`src/rtl/my_float_to_fixed_pkg.sv`:
```
// Shared single-precision float definitions for the float units:
// field widths, bias, saturation constants and the unpacked-operand record.
package my_float_to_fixed_pkg;

  localparam int EXP_W   = 8;
  localparam int MAN_W   = 23;
  localparam int BIAS    = 127;
  localparam int SHIFT_W = 10;
  localparam int FRAC_W  = 5;

  localparam logic [31:0] SAT_POS = 32'h7FFF_FFFF;
  localparam logic [31:0] SAT_NEG = 32'h8000_0000;

  // Largest representable magnitude for each sign, one bit wider than the result
  localparam logic [32:0] MAG_LIM_POS = 33'h0_7FFF_FFFF;
  localparam logic [32:0] MAG_LIM_NEG = 33'h0_8000_0000;

  // Left shifts beyond this always exceed 2^31 because the hidden bit is set
  localparam int MAX_LSHIFT = 8;

  typedef enum logic [1:0] {
    CLS_ZERO = 2'd0,
    CLS_NORM = 2'd1,
    CLS_INF  = 2'd2,
    CLS_NAN  = 2'd3
  } float_class_e;

  // shift is two's complement: bit SHIFT_W-1 set means a right shift
  typedef struct packed {
    logic               sign;
    float_class_e       cls;
    logic [MAN_W:0]     mant;
    logic [SHIFT_W-1:0] shift;
  } unpacked_t;

  function automatic logic [31:0] sat_value(input logic sign);
    return sign ? SAT_NEG : SAT_POS;
  endfunction

endpackage

```
`src/rtl/my_float_to_fixed_if.sv`:
```
// Accelerator-side bundle of the float-to-fixed unit: run control, config,
// operand in and fixed-point result / saturation counter out.
interface my_float_to_fixed_if #(
  parameter int DATA_W = 32
);
  logic              run;
  logic              running;
  logic [31:0]       delay0;
  logic [4:0]        frac_bits;
  logic [DATA_W-1:0] in0;
  logic [DATA_W-1:0] out0;
  logic [31:0]       sat_count;

  modport master (
    output run, running, delay0, frac_bits, in0,
    input  out0, sat_count
  );

  modport slave (
    input  run, running, delay0, frac_bits, in0,
    output out0, sat_count
  );
endinterface

```
`src/rtl/float_unpack.sv`:
```
// Combinational unpack of an IEEE-754 single: sign, class, mantissa with
// hidden bit, and the signed shift that aligns it to frac_bits fraction bits.
module float_unpack
  import my_float_to_fixed_pkg::*;
(
  input  logic [31:0]       f_i,
  input  logic [FRAC_W-1:0] frac_bits_i,
  output unpacked_t         u_o
);

  logic [EXP_W-1:0] exp_w;
  logic [MAN_W-1:0] man_w;

  assign exp_w = f_i[30:23];
  assign man_w = f_i[22:0];

  always_comb begin
    u_o.sign = f_i[31];
    u_o.mant = {1'b1, man_w};
    // value = mant * 2^(exp - BIAS - MAN_W); scaling by 2^frac_bits adds frac_bits
    u_o.shift = {{(SHIFT_W-EXP_W){1'b0}}, exp_w}
              - SHIFT_W'(BIAS + MAN_W)
              + {{(SHIFT_W-FRAC_W){1'b0}}, frac_bits_i};
    if (exp_w == '0) begin
      u_o.cls = CLS_ZERO;
    end else if (exp_w == '1) begin
      u_o.cls = (man_w == '0) ? CLS_INF : CLS_NAN;
    end else begin
      u_o.cls = CLS_NORM;
    end
  end

endmodule

```
`src/rtl/my_float_to_fixed.sv`:
```
// Three-stage float-to-fixed pipeline (unpack, align/overflow, negate/saturate)
// advancing only while running; counts saturated valid results since the last run.
module my_float_to_fixed
  import my_float_to_fixed_pkg::*;
#(
  parameter int DATA_W = 32
) (
  input logic             clk,
  input logic             rst,
  my_float_to_fixed_if.slave bus
);

  logic [31:0]       delay_q, delay_d;
  logic              armed_q, armed_d;

  unpacked_t         unp;
  unpacked_t         s1_q;
  logic              s1_valid_q, s1_valid_d;

  logic              s2_valid_q;
  logic              s2_sign_q;
  logic              s2_sat_q;
  logic [31:0]       s2_mag_q;

  logic [SHIFT_W-1:0] neg_shift;
  logic [32:0]        left_wide;
  logic [32:0]        limit;
  logic               ovf;
  logic [31:0]        mag_d;
  logic               sat_d;

  logic [DATA_W-1:0] out0_q, out0_d;
  logic [31:0]       sat_count_q, sat_count_d;

  float_unpack u_unpack (
    .f_i         (bus.in0),
    .frac_bits_i (bus.frac_bits),
    .u_o         (unp)
  );

  // Run control: armed stays low after reset until the first run pulse
  always_comb begin
    delay_d = delay_q;
    armed_d = armed_q;
    if (bus.run) begin
      delay_d = bus.delay0;
      armed_d = 1'b1;
    end else if (delay_q != '0) begin
      delay_d = delay_q - 32'd1;
    end
    s1_valid_d = armed_q && !bus.run && (delay_q == '0);
  end

  // Stage 2: align magnitude and detect overflow against the sign-dependent limit
  always_comb begin
    neg_shift = -s1_q.shift;
    left_wide = '0;
    limit     = s1_q.sign ? MAG_LIM_NEG : MAG_LIM_POS;
    ovf       = 1'b0;
    mag_d     = '0;
    sat_d     = 1'b0;
    if (!s1_q.shift[SHIFT_W-1]) begin
      if (s1_q.shift > SHIFT_W'(MAX_LSHIFT)) begin
        ovf = 1'b1;
      end else begin
        left_wide = 33'(s1_q.mant) << s1_q.shift[3:0];
        ovf       = left_wide > limit;
        mag_d     = left_wide[31:0];
      end
    end else if (neg_shift < SHIFT_W'(MAN_W + 1)) begin
      mag_d = 32'(s1_q.mant >> neg_shift[4:0]);
    end
    case (s1_q.cls)
      CLS_NORM: sat_d = ovf;
      CLS_INF: begin
        sat_d = 1'b1;
        mag_d = '0;
      end
      default: mag_d = '0;
    endcase
  end

  // Stage 3 result and the saturation counter; run clears ahead of any increment
  always_comb begin
    if (s2_sat_q) begin
      out0_d = sat_value(s2_sign_q);
    end else begin
      out0_d = s2_sign_q ? -s2_mag_q : s2_mag_q;
    end
    sat_count_d = sat_count_q;
    if (bus.run) begin
      sat_count_d = '0;
    end else if (bus.running && s2_valid_q && s2_sat_q && (sat_count_q != '1)) begin
      sat_count_d = sat_count_q + 32'd1;
    end
  end

  always_ff @(posedge clk or posedge rst) begin
    if (rst) begin
      delay_q     <= '0;
      armed_q     <= 1'b0;
      s1_q        <= '0;
      s1_valid_q  <= 1'b0;
      s2_valid_q  <= 1'b0;
      s2_sign_q   <= 1'b0;
      s2_sat_q    <= 1'b0;
      s2_mag_q    <= '0;
      out0_q      <= '0;
      sat_count_q <= '0;
    end else begin
      delay_q     <= delay_d;
      armed_q     <= armed_d;
      sat_count_q <= sat_count_d;
      if (bus.running) begin
        s1_q       <= unp;
        s1_valid_q <= s1_valid_d;
        s2_valid_q <= s1_valid_q;
        s2_sign_q  <= s1_q.sign;
        s2_sat_q   <= sat_d;
        s2_mag_q   <= mag_d;
        out0_q     <= out0_d;
      end
    end
  end

  assign bus.out0      = out0_q;
  assign bus.sat_count = sat_count_q;

endmodule

```
`src/flat_wrapper.sv`:
```
// flat-port wrapper written by rule: the top's interface ports become plain ports
module my_float_to_fixed_flat import my_float_to_fixed_pkg::*;
#(
  parameter int DATA_W = 32
)
  (clk, rst, bus_run, bus_running, bus_delay0, bus_frac_bits, bus_in0, bus_out0, bus_sat_count);
  my_float_to_fixed_if #(.DATA_W(DATA_W)) bus_i ();
  input logic clk;
  input logic rst;
  input wire logic [$bits(bus_i.run)-1:0] bus_run;
  input wire logic [$bits(bus_i.running)-1:0] bus_running;
  input wire logic [$bits(bus_i.delay0)-1:0] bus_delay0;
  input wire logic [$bits(bus_i.frac_bits)-1:0] bus_frac_bits;
  input wire logic [$bits(bus_i.in0)-1:0] bus_in0;
  output wire logic [$bits(bus_i.out0)-1:0] bus_out0;
  output wire logic [$bits(bus_i.sat_count)-1:0] bus_sat_count;
  assign bus_i.run = bus_run;
  assign bus_i.running = bus_running;
  assign bus_i.delay0 = bus_delay0;
  assign bus_i.frac_bits = bus_frac_bits;
  assign bus_i.in0 = bus_in0;
  assign bus_out0 = bus_i.out0;
  assign bus_sat_count = bus_i.sat_count;
  my_float_to_fixed #(.DATA_W(DATA_W)) u_core (.clk(clk), .rst(rst), .bus(bus_i));
endmodule
```
`config.mk`:
```
export PLATFORM = sky130hd
export DESIGN_NAME = my_float_to_fixed_flat
export DESIGN_NICKNAME = d
export VERILOG_FILES = /design/src/rtl/my_float_to_fixed_pkg.sv /design/src/rtl/my_float_to_fixed_if.sv /design/src/rtl/float_unpack.sv /design/src/rtl/my_float_to_fixed.sv /design/src/flat_wrapper.sv
export SDC_FILE = /design/constraint.sdc
export NUM_CORES = 1
export LEC_CHECK = 0
export ABC_AREA = 1
export BUFFER_PORTS_ARGS = -buffer_cell sky130_fd_sc_hd__buf_2
export CAP_MARGIN = 20
export CORE_ASPECT_RATIO = 1.1
export CORE_UTILIZATION = 65
export CTS_CLUSTER_SIZE = 8
export DETAILED_ROUTE_END_ITERATION = 16
export PLACE_DENSITY = 0.85
export SYNTH_ARGS = -nofsm -noshare
export SYNTH_HDL_FRONTEND = slang
export SYNTH_SLANG_ARGS = --single-unit
export TNS_END_PERCENT = 20
```
`constraint.sdc`:
```
create_clock -name clk -period 14.3 [get_ports clk]
set_input_delay 0.715 -clock clk [delete_from_list [all_inputs] [get_ports clk]]
set_output_delay 0.715 -clock clk [all_outputs]
set_load 0.02 [all_outputs]
```
Word level (Yosys, flattened, before mapping)

Cells that the tools add are included.

$add $sub $neg: 6
Magnitude comparators: 3
Eq/ne operators: 4
Shifts and indexed selects: 2
Mux-type cells: 18
Reductions and logical operators: 12

Operators with widths:

| operator                                            | number |
|---|---|
| two-way mux 32 bit                                  | 12 |
| > comparator 33 bit                                 | 1 |
| left shift 24 x 4 -> 33 bit                         | 1 |
| adder 32 x 1 -> 32 bit, second input constant       | 1 |
| zero test 32 bit                                    | 1 |
| inequality test 32 bit, second input constant       | 1 |
| negator 32 bit                                      | 1 |
| nonzero test 32 bit                                 | 1 |
| right shift 24 x 5 -> 32 bit                        | 1 |
| subtractor 32 x 1 -> 32 bit, second input constant  | 1 |
| zero test 23 bit                                    | 1 |
| adder 10 x 5 -> 10 bit                              | 1 |
| > comparator 10 x 4 -> 1 bit, second input constant | 1 |
| < comparator 10 x 5 -> 1 bit, second input constant | 1 |
| negator 10 bit                                      | 1 |
| subtractor 8 x 8 -> 9 bit, second input constant    | 1 |
| == test 8 bit, second input constant                | 1 |
| zero test 8 bit                                     | 1 |
| logical AND 1 bit                                   | 5 |
| two-way mux 2 bit                                   | 2 |
| nonzero test 2 bit                                  | 2 |
| two-way mux 1 bit                                   | 3 |
| == test 2 x 1 -> 1 bit, second input constant       | 1 |
| == test 2 bit, second input constant                | 1 |
| 2 further kinds                                     | 2 |

Register bits after elaboration: 170
Input bits: 73

Logic depth before layout (Yosys ltp)

Word-level depth: 5
Depth in mapped cells: 27
Gate-level depth less buffers: 26

Hierarchy

Synthesis repeated with hierarchy kept, for this count alone.

Cell total of the unflattened synthesis: 1,882
Area total of the unflattened synthesis: 12,917.4 um^2

Modules (own cells, without submodules):

| module            | instances | cells each | area each (um^2) | sequential area each (um^2) |
|---|---|---|---|---|
| my_float_to_fixed | 1         | 1,753      | 12,149.2         | 4,254.1 |
| float_unpack      | 1         | 129        | 768.2            | 0.0 |

Worst setup path after synthesis

Ideal clock, no wire load.

Path kind: reg-to-reg
Start point: reg u_core.s1_q[2] (netlist bit)
End point: reg u_core.s2_sat_q
Setup time: 0.116 ns
Data arrival time: 2.520 ns
Slack: 11.664 ns
Cell stages (with the launch flop): 20
Clock period less this slack: 2.636 ns
Cells stage by stage: dfrtp_1 -> buf_6 -> inv_1 -> buf_2 -> buf_1 -> nor2_1 -> inv_1 -> o221ai_1 -> ha_1 -> nand2_1 -> nor4_1 -> nand2_1 -> nor4_1 -> nand3_1 -> nand2_1 -> nand2_1 -> nand2_1 -> nand2_1 -> nand2_1 -> nand2_1

Word-level cells in the longest chain between the ends: 5
Elaborated cells on any way between the ends: 6
Those cells by class: 2 x order compare; 1 x shift; 3 x mux

RTL lines:

| item                                 | RTL line                 | RTL |
|---|---|---|
| from (decl)                          | my_float_to_fixed.sv:17  | `unpacked_t s1_q;` |
| from (signal assigned)               | my_float_to_fixed.sv:115 | `s1_q <= unp;` |
| left shift 24 x 4 -> 33 bit          | my_float_to_fixed.sv:66  | `left_wide = 33'(s1_q.mant) << s1_q.shift[3:0];` |
| > comparator 33 bit                  | my_float_to_fixed.sv:67  | `ovf = left_wide > limit;` |
| two-way mux 1 bit *                  | my_float_to_fixed.sv:63  | `if (s1_q.shift > SHIFT_W'(MAX_LSHIFT)) begin` |
| two-way mux 1 bit *                  | my_float_to_fixed.sv:62  | `if (!s1_q.shift[SHIFT_W-1]) begin` |
| one-hot mux 1 bit (2 select lines) * | my_float_to_fixed.sv:73  | `case (s1_q.cls)` |
| to (signal assigned)                 | my_float_to_fixed.sv:119 | `s2_sat_q <= sat_d;` |
| to (decl)                            | my_float_to_fixed.sv:22  | `logic s2_sat_q;` |

Mark *: on every way between the ends. The rest lies on a longest branch, timed or not.
A chain may end at the register's enable or synchronous reset.

Worst setup path after layout

Start point: reg u_core.s1_q[1] (netlist bit)
End point: reg u_core.s2_mag_q[3]

Word-level cells in the longest chain between the ends: 5
Elaborated cells on any way between the ends: 9
Those cells by class: 1 x add/sub; 2 x order compare; 2 x shift; 4 x mux

RTL lines:

| item                                                                         | RTL line                                         | RTL |
|---|---|---|
| negator 10 bit                                                               | my_float_to_fixed.sv:56                          | `neg_shift = -s1_q.shift;` |
| < comparator 10 x 5 -> 1 bit or right shift 24 x 5 -> 32 bit (tied branches) | my_float_to_fixed.sv:70, my_float_to_fixed.sv:71 |  |
| two-way mux 32 bit                                                           | my_float_to_fixed.sv:70                          | `end else if (neg_shift < SHIFT_W'(MAN_W + 1)) begin` |
| two-way mux 32 bit *                                                         | my_float_to_fixed.sv:62                          |  |
| two-way mux 32 bit *                                                         | my_float_to_fixed.sv:73                          |  |
| to (signal assigned)                                                         | my_float_to_fixed.sv:120                         | `s2_mag_q <= mag_d;` |
| to (decl)                                                                    | my_float_to_fixed.sv:23                          | `logic [31:0] s2_mag_q;` |

Marks and branches as above.

==> reports/metrics.json <==
{
  "run_status": "finished clean",
  "initial_core_util_pct": 67.0,
  "synth_top_flop_cell": "dfrtp_1",
  "route.met2.wl_mm": 17.1,
  "worstSetupStartpointType": "flip-flop",
  "cts_htree_levels": 4,
  "cts_made_buffers": 17,
  "synth_top_area_cell": "dfrtp_1",
  "synth.top_cells.by_count": "473 x nand2_1, 197 x inv_1, 179 x o21ai_0, 170 x dfrtp_1, 147 x nor2_1",
  "area.growth.synth_to_final_pct": 10.6,
  "top_level_ports": 137,
  "post_drt_wl_per_cell_um": 16.4,
  "max_stage_delay_ns": 0.81,
  "via_per_inst": 5.85,
  "yosysSeqAreaShare_pct": 34.2,
  "design.core.area_mm2": 0.0185,
  "synth_nets": 1921,
  "grt_antenna_before_repair": 0,
  "period_needed_ns": 3.89,
  "cp_data_arrival_time_ns": 4.24,
  "net_count_reported_at_finish": 2007,
  "gr-usage-all-layers_pct": 36.8,
  "grt_pass1_wl_mm": 57.7,
  "synth_async_sr_flop_share_pct": 100,
  "critPathSlowestCell": "dfrtp_1",
  "max-clock-path-buffers": 2,
  "syn_inst": 1803,
  "yosys_warnings": 0,
  "power_frac_comb_pct": 37.3,
  "ff2ff_setup_slack_ns": 10.41,
  "totalWireLength_mm": 35.2,
  "drcViolationCount": 0,
  "worst_hold_path_type": "in -> async",
  "crit_fanout": 26,
  "clk_transition_reported_paths_ns": 0.07,
  "slew_viol_final": 0,
  "p_per_area_mw_per_mm2": 122,
  "yosys.cell_count.top_type": "nand2_1",
  "crit_path_end_kind": "flip-flop",
  "post_synth_num_cell_types": 61,
  "reg2reg_depth": 11,
  "post_cts_buffers": 0,
  "grt.overflow.total": 0,
  "fin_setup_tns_ns": 0,
  "cts_root_buffer": "clkbuf_16",
  "postCtsResizedCells": 0,
  "timing.slew.headroom_pct": 35.8,
  "vdd_drop_max_mv": 0.0958,
  "finish.utilization_pct": 74.1,
  "fraction_of_final_layout_cells_sized_beyond_drive_strength_1_pct": 12.7,
  "yosys-top-cells-area": "dfrtp_1 34%, nand2_1 14%, o21ai_0 7.2%",
  "tritoncts": "built",
  "max_freq_ghz": 0.257,
  "r2r-end": "u_core.s2_mag_q[3]$_DFFE_PP0P_",
  "worst_slew_pin_slew_ns": 0.958,
  "antenna_violating_nets_post_route": 0,
  "netSwitchingFraction_pct": 41.7,
  "max_cap_violations": 0,
  "horiz_die_dim_um": 134,
  "setup_viol": 0,
  "power.share.clock_pct": 27.8,
  "fp.dieArea_mm2": 0.0197,
  "ctsHoldBuffers": 0,
  "row_count": 52,
  "route.layer.met1.wl_mm": 14.4,
  "die_height_um": 147,
  "clk_latency_ns": 0.45,
  "grt_start_max_net_pins": 115,
  "first_iter_violations": 974,
  "synth-edff-count": 0,
  "timing_hold_violations_final": 0,
  "hpwl_mm": 26.0,
  "cp_cell_sequence": "inv_2 -> ha_1 -> xnor2_2 -> inv_1 -> o21ai_0 -> a21oi_1 -> o311ai_1 -> nand3_1 -> nand2_1 -> nand2_1 -> o21ai_0",
  "grt_pass1_vias": 12100,
  "total_power_mw": 1.68,
  "syn_area_mm2": 0.0124,
  "clkSinkCount": 170,
  "r2r-start": "u_core.s1_q[1]$_DFFE_PP0P_",
  "power.static_leakage_nw": 6.76,
  "synth_largest_type_area_fraction_pct": 34.2,
  "first_pass_iters": 6,
  "n_antenna_cell": 0,
  "met3WireLength_mm": 2.24,
  "path_class": "reg -> reg",
  "worst_ep_required_ns": 14.65,
  "port-buffer-count": 136,
  "period_share_pct": 27.2,
  "ys_ff_latch": 170,
  "skew_final_ns": 0.0182,
  "topRoutingLayerUsed": "met4",
  "total_switching_power_mw": 0.701,
  "seq_power_share_pct": 34.9,
  "gp_routability_congestion": 1.03,
  "power_report.internal_total_mw": 0.979,
  "layout.filler_cells": 1573,
  "syn_area_per_cell_um2": 6.89,
  "vias": 12600,
  "grt_setup_unrepaired": "false"
}
[cells by family after synthesis]
logic type                 after synthesis  synth area share (%)
AOI/OAI and AO/OA                      417                  18.7
xor gates and xnor gates                51                  3.65
adders and majority gates               45                  4.59
and+or+nand+nor                        822                  28.7
DFF                                    170                  34.2
muxes                                   10                 0.806
buffers and inverters                  288                  9.32
[stage by stage]
stage | cell area (µm²) | worst slack (ns) | std cells | hold WS [ns]
after detailed placement | 13100 | 10.55 | 2111 | 0.452
after floorplan | 12400 | 8.98 | 1803 | 0.438
after global placement | 13100 | 10.65 | 2111 | 0.450
final | 13700 | 10.41 | 2145 | 0.179
after CTS | 13700 | 10.53 | 2143 | 0.470
after global routing | 13700 | 10.04 | 2145 | 0.184
[worst max-delay path, delay by kind of cell (launching register included)]
family	cells	cell delay, ns
buf+inv	2	0.91
flops	1	0.81
xor+xnor	1	0.76
compound gates	4	0.71
fa+ha+maj	1	0.36
simple gates	3	0.26
[worst max-delay path by stage]
stage                                     from                        endpoint
floorplan                                  rst      u_core.armed_q$_DFFE_PP0P_
global placement    u_core.s1_q[1]$_DFFE_PP0P_  u_core.s2_mag_q[0]$_DFFE_PP0P_
detailed placement  u_core.s1_q[1]$_DFFE_PP0P_  u_core.s2_mag_q[3]$_DFFE_PP0P_
CTS                 u_core.s1_q[1]$_DFFE_PP0P_  u_core.s2_mag_q[3]$_DFFE_PP0P_
global route        u_core.s1_q[1]$_DFFE_PP0P_  u_core.s2_mag_q[0]$_DFFE_PP0P_
finish              u_core.s1_q[1]$_DFFE_PP0P_  u_core.s2_mag_q[3]$_DFFE_PP0P_
[power by group through the flow]
stage | combinational, mW | sequential, mW | clock (mW)
floorplan | 0.435 | 0.602 | 0
global placement | 0.596 | 0.593 | 0
detailed placement | 0.606 | 0.595 | 0
CTS | 0.611 | 0.587 | 0.466
global route | 0.703 | 0.593 | 0.487
finish | 0.628 | 0.587 | 0.466
[cells in the final DEF, fill, tap and decap left out, types with 20 or more instances in the layout]
master,count
xor2_1,43
ha_1,44
buf_2,136
a21oi_1,94
o21ai_0,179
o21ai_1,53
nand2_1,473
o22ai_1,20
nand4_1,25
inv_1,196
nor3_1,37
nor2_1,147
dfrtp_1,170
nand3_1,72
[sequential cells by signal (all words and copies together) (netlist names)]
register	flops
u_core.s1_q	37
u_core.s1_valid_q	1
u_core.s2_mag_q	32
u_core.s2_valid_q	1
u_core.bus.sat_count	32
u_core.armed_q	1
u_core.s2_sat_q	1
u_core.delay_q	32
u_core.bus.out0	32
u_core.s2_sign_q	1
[cell type report]
class,instances,area [µm²],share of cell area [%]
repair buffers,146,796,5.79
clock buffers,17,425,3.10
clock inverters,15,155,1.13
flip-flops and latches,170,4250,31.0
inverters,209,790,5.75
multi-input cells,1345,7010,51.1
well taps,243,304,2.21
[metal layers]
metal | global-route usage (%) | up-vias
li1 | - | 6122
met1 | 46.2 | 5790
met5 | 0 | -
met4 | 17.0 | 0
met2 | 62.3 | 539
met3 | 5.38 | 99
Power figures use the tool's default switching activity.
